## src/rtl/cmerge_sync_if.sv

```systemverilog
// Handshake bundle for the controlled merge: control token, two input channels, one output channel.
// slave = the merge itself, master = the surrounding environment.
interface cmerge_sync_if #(
  parameter int N = 1
);
  logic         ctl_a;
  logic         ctl_b;
  logic         actl_i;
  logic         r_i;
  logic         a_i;
  logic [N-1:0] d_i;
  logic         r1_i;
  logic         a1_i;
  logic [N-1:0] d1_i;
  logic         r_o;
  logic         a_o;
  logic [N-1:0] d_o;

  modport slave (
    input  ctl_a, ctl_b, r_i, d_i, r1_i, d1_i, a_o,
    output actl_i, a_i, a1_i, r_o, d_o
  );

  modport master (
    output ctl_a, ctl_b, r_i, d_i, r1_i, d1_i, a_o,
    input  actl_i, a_i, a1_i, r_o, d_o
  );
endinterface

```

## src/rtl/cmerge_sync.sv

```systemverilog
// Clocked controlled merge: a one-hot ctl token picks channel 0 or 1 and forwards it to the output.
// Latency: selected request -> r_o is 1 clk + SYNC; a_o -> ack is 1 clk + SYNC; 4-phase, r_o held until a_o.
module cmerge_sync #(
  parameter int N    = 1,
  parameter int SYNC = 2
) (
  input  logic          clk,
  input  logic          rst,
  cmerge_sync_if.slave  bus
);

  typedef enum logic [2:0] {
    IDLE,
    WAIT_R,
    REQ,
    ACKD,
    REL
  } state_t;

  // Bit order: {a_o, r1_i, r_i, ctl_b, ctl_a}; data is bundled and not synchronised.
  logic [4:0] async_v;
  logic [4:0] sync_v;

  assign async_v = {bus.a_o, bus.r1_i, bus.r_i, bus.ctl_b, bus.ctl_a};

  generate
    if (SYNC == 0) begin : g_nosync
      assign sync_v = async_v;
    end else begin : g_sync
      logic [4:0] stg [SYNC];

      always_ff @(posedge clk or negedge rst) begin
        if (!rst) begin
          for (int k = 0; k < SYNC; k++) stg[k] <= '0;
        end else begin
          stg[0] <= async_v;
          for (int k = 1; k < SYNC; k++) stg[k] <= stg[k-1];
        end
      end

      assign sync_v = stg[SYNC-1];
    end
  endgenerate

  logic ctl_a_s, ctl_b_s, r0_s, r1_s, a_o_s;
  assign {a_o_s, r1_s, r0_s, ctl_b_s, ctl_a_s} = sync_v;

  state_t       state_q, state_d;
  logic         sel_q, sel_d;
  logic         r_o_q, r_o_d;
  logic         a0_q, a0_d;
  logic         a1_q, a1_d;
  logic         actl_q, actl_d;
  logic [N-1:0] d_o_q, d_o_d;
  logic         sel_r;

  assign sel_r = sel_q ? r1_s : r0_s;

  always_comb begin
    state_d = state_q;
    sel_d   = sel_q;
    r_o_d   = r_o_q;
    a0_d    = a0_q;
    a1_d    = a1_q;
    actl_d  = actl_q;
    d_o_d   = d_o_q;
    case (state_q)
      IDLE: begin
        // ctl_a has priority when both token lines are high
        if (ctl_a_s) begin
          sel_d   = 1'b0;
          state_d = WAIT_R;
        end else if (ctl_b_s) begin
          sel_d   = 1'b1;
          state_d = WAIT_R;
        end
      end
      WAIT_R: begin
        if (sel_r) begin
          d_o_d   = sel_q ? bus.d1_i : bus.d_i;
          r_o_d   = 1'b1;
          state_d = REQ;
        end
      end
      REQ: begin
        if (a_o_s) begin
          a0_d    = ~sel_q;
          a1_d    = sel_q;
          actl_d  = 1'b1;
          state_d = ACKD;
        end
      end
      ACKD: begin
        if (!sel_r && !ctl_a_s && !ctl_b_s) begin
          r_o_d   = 1'b0;
          state_d = REL;
        end
      end
      REL: begin
        if (!a_o_s) begin
          a0_d    = 1'b0;
          a1_d    = 1'b0;
          actl_d  = 1'b0;
          state_d = IDLE;
        end
      end
      default: state_d = IDLE;
    endcase
  end

  always_ff @(posedge clk or negedge rst) begin
    if (!rst) begin
      state_q <= IDLE;
      sel_q   <= 1'b0;
      r_o_q   <= 1'b0;
      a0_q    <= 1'b0;
      a1_q    <= 1'b0;
      actl_q  <= 1'b0;
      d_o_q   <= '0;
    end else begin
      state_q <= state_d;
      sel_q   <= sel_d;
      r_o_q   <= r_o_d;
      a0_q    <= a0_d;
      a1_q    <= a1_d;
      actl_q  <= actl_d;
      d_o_q   <= d_o_d;
    end
  end

  assign bus.r_o    = r_o_q;
  assign bus.a_i    = a0_q;
  assign bus.a1_i   = a1_q;
  assign bus.actl_i = actl_q;
  assign bus.d_o    = d_o_q;

endmodule
```

## src/flat_wrapper.sv

```systemverilog
// flat-port wrapper written by rule: the top's interface ports become plain ports
module cmerge_sync_flat 
#(
  parameter int N    = 1,
  parameter int SYNC = 2
)
  (clk, rst, bus_ctl_a, bus_ctl_b, bus_r_i, bus_d_i, bus_r1_i, bus_d1_i, bus_a_o, bus_actl_i, bus_a_i, bus_a1_i, bus_r_o, bus_d_o);
  cmerge_sync_if #(.N(N)) bus_i ();
  input  logic clk;
  input  logic rst;
  input wire logic [$bits(bus_i.ctl_a)-1:0] bus_ctl_a;
  input wire logic [$bits(bus_i.ctl_b)-1:0] bus_ctl_b;
  input wire logic [$bits(bus_i.r_i)-1:0] bus_r_i;
  input wire logic [$bits(bus_i.d_i)-1:0] bus_d_i;
  input wire logic [$bits(bus_i.r1_i)-1:0] bus_r1_i;
  input wire logic [$bits(bus_i.d1_i)-1:0] bus_d1_i;
  input wire logic [$bits(bus_i.a_o)-1:0] bus_a_o;
  output wire logic [$bits(bus_i.actl_i)-1:0] bus_actl_i;
  output wire logic [$bits(bus_i.a_i)-1:0] bus_a_i;
  output wire logic [$bits(bus_i.a1_i)-1:0] bus_a1_i;
  output wire logic [$bits(bus_i.r_o)-1:0] bus_r_o;
  output wire logic [$bits(bus_i.d_o)-1:0] bus_d_o;
  assign bus_i.ctl_a = bus_ctl_a;
  assign bus_i.ctl_b = bus_ctl_b;
  assign bus_i.r_i = bus_r_i;
  assign bus_i.d_i = bus_d_i;
  assign bus_i.r1_i = bus_r1_i;
  assign bus_i.d1_i = bus_d1_i;
  assign bus_i.a_o = bus_a_o;
  assign bus_actl_i = bus_i.actl_i;
  assign bus_a_i = bus_i.a_i;
  assign bus_a1_i = bus_i.a1_i;
  assign bus_r_o = bus_i.r_o;
  assign bus_d_o = bus_i.d_o;
  cmerge_sync #(.N(N), .SYNC(SYNC)) u_core (.clk(clk), .rst(rst), .bus(bus_i));
endmodule
```

## config.mk

```make
export PLATFORM = sky130hd
export DESIGN_NAME = cmerge_sync_flat
export DESIGN_NICKNAME = d
export VERILOG_FILES = /design/src/rtl/cmerge_sync_if.sv /design/src/rtl/cmerge_sync.sv /design/src/flat_wrapper.sv
export SDC_FILE = /design/constraint.sdc
export NUM_CORES = 1
export LEC_CHECK = 0
export CAP_MARGIN = 20
export CELL_PAD_IN_SITES_DETAIL_PLACEMENT = 1
export CELL_PAD_IN_SITES_GLOBAL_PLACEMENT = 1
export CORE_UTILIZATION = 39
export CTS_CLUSTER_SIZE = 16
export DETAILED_ROUTE_END_ITERATION = 7
export PLACE_DENSITY = 0.76
export SETUP_SLACK_MARGIN = 0.1
export SYNTH_ARGS = -nofsm -noshare
export SYNTH_HDL_FRONTEND = slang
export SYNTH_SLANG_ARGS = --single-unit
export TNS_END_PERCENT = 5
```

## constraint.sdc

```tcl
create_clock -name clk -period 1.7 [get_ports clk]
set_input_delay 0.17 -clock clk [delete_from_list [all_inputs] [get_ports clk]]
set_output_delay 0.17 -clock clk [all_outputs]
set_load 0.03 [all_outputs]
```

Yosys cells after proc, flatten, opt, wreduce, memory -nomap -nowiden
Cells that the tools add are included.
{ "totals": {"register_bits": 19, "latch_bits": 0, "ram_bits": 0, "rom_bits": 0, "input_bits": 9, "output_inout_bits": 5, "wordCells": 54, "memories": 0} }
{ "classes": {"addsub": 0, "n_mul": 0, "div": 0, "n_lt_le_gt_ge": 0, "eq_ne": 9, "shifts": 0, "muxes": 21, "n_bitwise": 1, "n_reduce_logical": 14} }
{ "ops": {"columns": ["cell", "n"], "rows": [
  ["$mux W3", 6],
  ["$pmux W3 S5", 1],
  ["$mux W1", 10],
  ["$pmux W1 S2", 4],
  ["$eq A3 B2 Y1 const B", 2],
  ["$ne A2 B1 Y1 const B", 3],
  ["$reduce_and A3 Y1", 2],
  ["$reduce_bool A2 Y1", 3],
  ["$reduce_and A5 Y1", 1],
  ["$reduce_and A2 Y1", 2],
  ["$eq A3 B1 Y1 const B", 1],
  ["$eq A3 B3 Y1 const B", 1],
  ["$logic_not A1 Y1", 3],
  ["$logic_not A3 Y1", 1],
  ["$ne A3 B1 Y1 const B", 1],
  ["$logic_and A1 B1 Y1", 2],
  ["$ne A2 B2 Y1 const B", 1],
  ["$not A1 Y1", 1]
]} }

Logic depth before layout (Yosys ltp)
{ "logic_depth": {"depth_word": 6, "depth_mapped": 4, "mapped_depth_nobuf": 3} }

Worst setup path before layout
OpenSTA, ideal clock, no wires.
{ "synth_timing": {"kind": "register to register", "start": "register u_core.g_sync.stg, in the netlist u_core.sync_v[1]", "end": "register u_core.r_o_q (netlist: u_core.bus.r_o)", "setup_ns": 0.127, "arrival_time_ns": 1.078, "required_time_ns": 1.573, "slack_ns": 0.495, "path_stages_with_launch": 4, "path_buffers": 0, "path_cell_list": "dfrtp_1 or3b_4 o31ai_1 a2bb2oi_1"} }
{ "synth_via": {"elab_chain_cells": 4} }
{ "synth_lines": {"columns": ["element", "line", "text"], "rows": [
  ["from (decl)", "cmerge_sync.sv:30", "logic [4:0] stg [SYNC];"],
  ["$logic_not A1 Y1", "cmerge_sync.sv:94", "if (!sel_r && !ctl_a_s && !ctl_b_s) begin"],
  ["$logic_and A1 B1 Y1", "cmerge_sync.sv:94", null],
  ["$ne A2 B1 Y1 (no source line)", null, null],
  ["$reduce_and A3 Y1 (no source line)", null, null],
  ["to (signal assigned)", "cmerge_sync.sv:123", "r_o_q <= r_o_d;"],
  ["to (decl)", "cmerge_sync.sv:50", "logic r_o_q, r_o_d;"]
]} }
Every way passes these cells.
A chain may end at the register's enable or synchronous reset.

Worst setup path in the final report
{ "layout_timing": {"start": "register u_core.r_o_q (netlist: u_core.bus.r_o)", "end": "output port bus_r_o"} }
{ "layout_lines": {"columns": ["element", "line", "text"], "rows": [
  ["to (decl)", "flat_wrapper.sv:21", "output wire logic [$bits(bus_i.r_o)-1:0] bus_r_o;"]
]} }
No word-level cell between the ends.

==> results.json <==
{
  "synth-main-ff-cell": "dfrtp_1",
  "post-route-period-util_pct": 90.68,
  "ant_nets": 0,
  "synth_top_family_by_area": "simple AND/OR/NAND/NOR gates",
  "clock_skew_ns": 0.001881,
  "cp.required_ns": 1.53,
  "yosys-top-cells-area": "dfrtp_1 62%, mux2i_4 2.9%, nor2_1 2.9%",
  "worst-path-max-fanout": 3,
  "grt_pass1_vias": 478,
  "yosys.area_share.simple_pct": 15.33,
  "ios": 14,
  "setup_violations": 0,
  "worst_slew_pin_slew_ns": 0.3806,
  "holdWs_ns": 0.2010,
  "final.min_clock_period_ns": 1.542,
  "fin_ws_ns": 0.1585,
  "syn_area_per_cell_um2": 12.57,
  "finalNonFillerCells": 100,
  "grt_max_degree": 20,
  "endpoint_kind": "primary output",
  "synthAdderAreaFrac_pct": 0,
  "relSlewSlack_pct": 74.62,
  "clock_sinks": 19,
  "drc": 0,
  "port_buffers": 13,
  "vias": 516,
  "synth_top_cell_by_area": "dfrtp_1",
  "ys_seq_area_share_pct": 61.99,
  "syn_area_um2": 767.0,
  "synth_warnings": 0,
  "start_util_pct": 43.02,
  "powerDensity_mw_per_mm2": 1518,
  "regToRegSetupSlack_ns": 0.29,
  "synth_nets": 70,
  "path_buf_inv": 1,
  "synth.area.mux_share_pct": 6.199,
  "clkTransAtPathRegs_ns": 0.10,
  "synth_cells": 61,
  "fmax_mhz": 648.7,
  "synth_top_area_share_pct": 61.99,
  "vdd_drop_max_mv": 0.6198,
  "hp-class": "in -> async",
  "worstPathArrival_ns": 1.37,
  "yosysMostFrequentCell": "dfrtp_1",
  "status": "finished, final reports clean",
  "post-dp-hpwl_um": 937.5,
  "crit_chain": "clkdlybuf4s50_1",
  "worst_skew_pair.late_latency_ns": 0.29,
  "grt_overflow": 0,
  "cts_max_level": 1,
  "fp-row-count": 15,
  "routabilityCongestion": 0.6956,
  "postCtsHoldBufs": 0,
  "numCtsBuffers": 3,
  "ctsLongestPathBuffers": 2,
  "clockRootBuffer": "clkbuf_4",
  "vias_per_cell": 5.160,
  "hold_viol": 0,
  "drtIter0Drc": 0,
  "layout-drive-gt1-share_pct": 9.333,
  "postCtsSetupBuffers": 0,
  "dieArea_mm2": 0.002148,
  "regToRegStartpoint": "u_core.state_q[0]",
  "tns_ns": 0,
  "grt_pass1_wl_um": 2056,
  "syn2layout_area_growth_pct": 21.37,
  "drt-total-wl_um": 1325,
  "synth_compound_area_share_pct": 11.91,
  "synth-async-reset-ratio_pct": 100.0,
  "routedWlPerCell_um": 13.25,
  "r2r-end": "u_core.bus.r_o",
  "crit_start": "u_core.bus.r_o",
  "nNetsFinal": 85,
  "rr_worst_depth": 3,
  "crit_type": "reg -> out",
  "crit_slowest_cell": "clkdlybuf4s50_1",
  "cts_tree": "yes",
  "diodes": 0,
  "cts_resized": 0,
  "yosys-top-cells-count": "19 x dfrtp_1, 6 x nor2_1, 5 x nand2_1",
  "dp_worst_setup_slack_ns": 0.3106,
  "synth_seq_cells": 19,
  "cp-start-kind": "flip-flop",
  "cap_viol_max_count": 0,
  "grt_setup_unrepaired": "no",
  "ys_types": 26,
  "antenna_found_initial": 0,
  "first_pass_iters": 1,
  "core_mm2": 0.001783,
  "die_w_um": 46.35,
  "place_inst": 96,
  "critical_path.top_delay_family": "buffers and inverters",
  "maxSlewViolCount": 0,
  "die_h_um": 46.35,
  "grt_use_total_pct": 14.56,
  "synth-xor-area-share_pct": 0,
  "synth-edff-count": 0,
  "cpPeakStageDelay_ns": 0.68,
  "p_leak_uw": 0.0003951
}
[kinds of logic after synthesis]
logic type      Yosys count
buf+inv                   5
mux                       3
flops                    19
compound gates           12
simple gates             22
[final cells by class]
| type | instances | area, um2 |
|---|---|---|
| sequential | 19 | 475.5 |
| timing repair buffer | 14 | 137.6 |
| fill | 196 | 852.1 |
| clock buffer | 4 | 26.28 |
| multi-input combinational | 37 | 256.5 |
| tap | 25 | 31.28 |
| inverter | 1 | 3.754 |
[per-stage QoR]
step | area [um2] | util, % | power, uW
after global routing | 930.9 | 52.21 | 1495
after floorplan | 767.0 | - | 1066
after detailed placement | 904.6 | 50.74 | 1205
final | 930.9 | 52.21 | 1413
after CTS | 930.9 | 52.21 | 1434
after global placement | 904.6 | 50.74 | 1183
[state kept, by name, indices dropped and copies added, names as in the netlist]
register and flops:
u_core.sync_v 5, u_core.g_sync.stg 5, u_core.bus.d_o 1, u_core.bus.r_o 1, u_core.sel_q 1, u_core.bus.actl_i 1
u_core.state_q 3, u_core.bus.a1_i 1, u_core.bus.a_i 1
[layout by cell type (no fill, tap or decap), drive strengths merged, types with 3 or more instances in the layout]
master,n
clkbuf,4
nand2,5
nor2,6
dfrtp,19
nor3,3
clkdlybuf4s50,13
[metal layers]
layer | track usage [%] | wire length (um)
met3 | 3.529 | 54
met1 | 17.42 | 611
met4 | 10.59 | 35
met5 | 0 | 0
met2 | 22.50 | 624
[worst max path at each step]
stage	end	cells after the start	slack [ns]
CTS	bus_r_o	1	0.14
global placement	u_core.state_q[2]	3	0.34
floorplan	u_core.bus.r_o	3	0.49
detailed placement	u_core.bus.r_o	3	0.31
finish	bus_r_o	1	0.16
global route	bus_r_o	1	0.13
[power by group]
group	internal (uW)	leakage [uW]	total, uW	switching (uW)
clock	91.4	0.0000150	227	135
combinational	253	0.000160	492	239
sequential	547	0.000221	694	147
total	891	0.000395	1410	522
(Power assumes the default switching activity.)
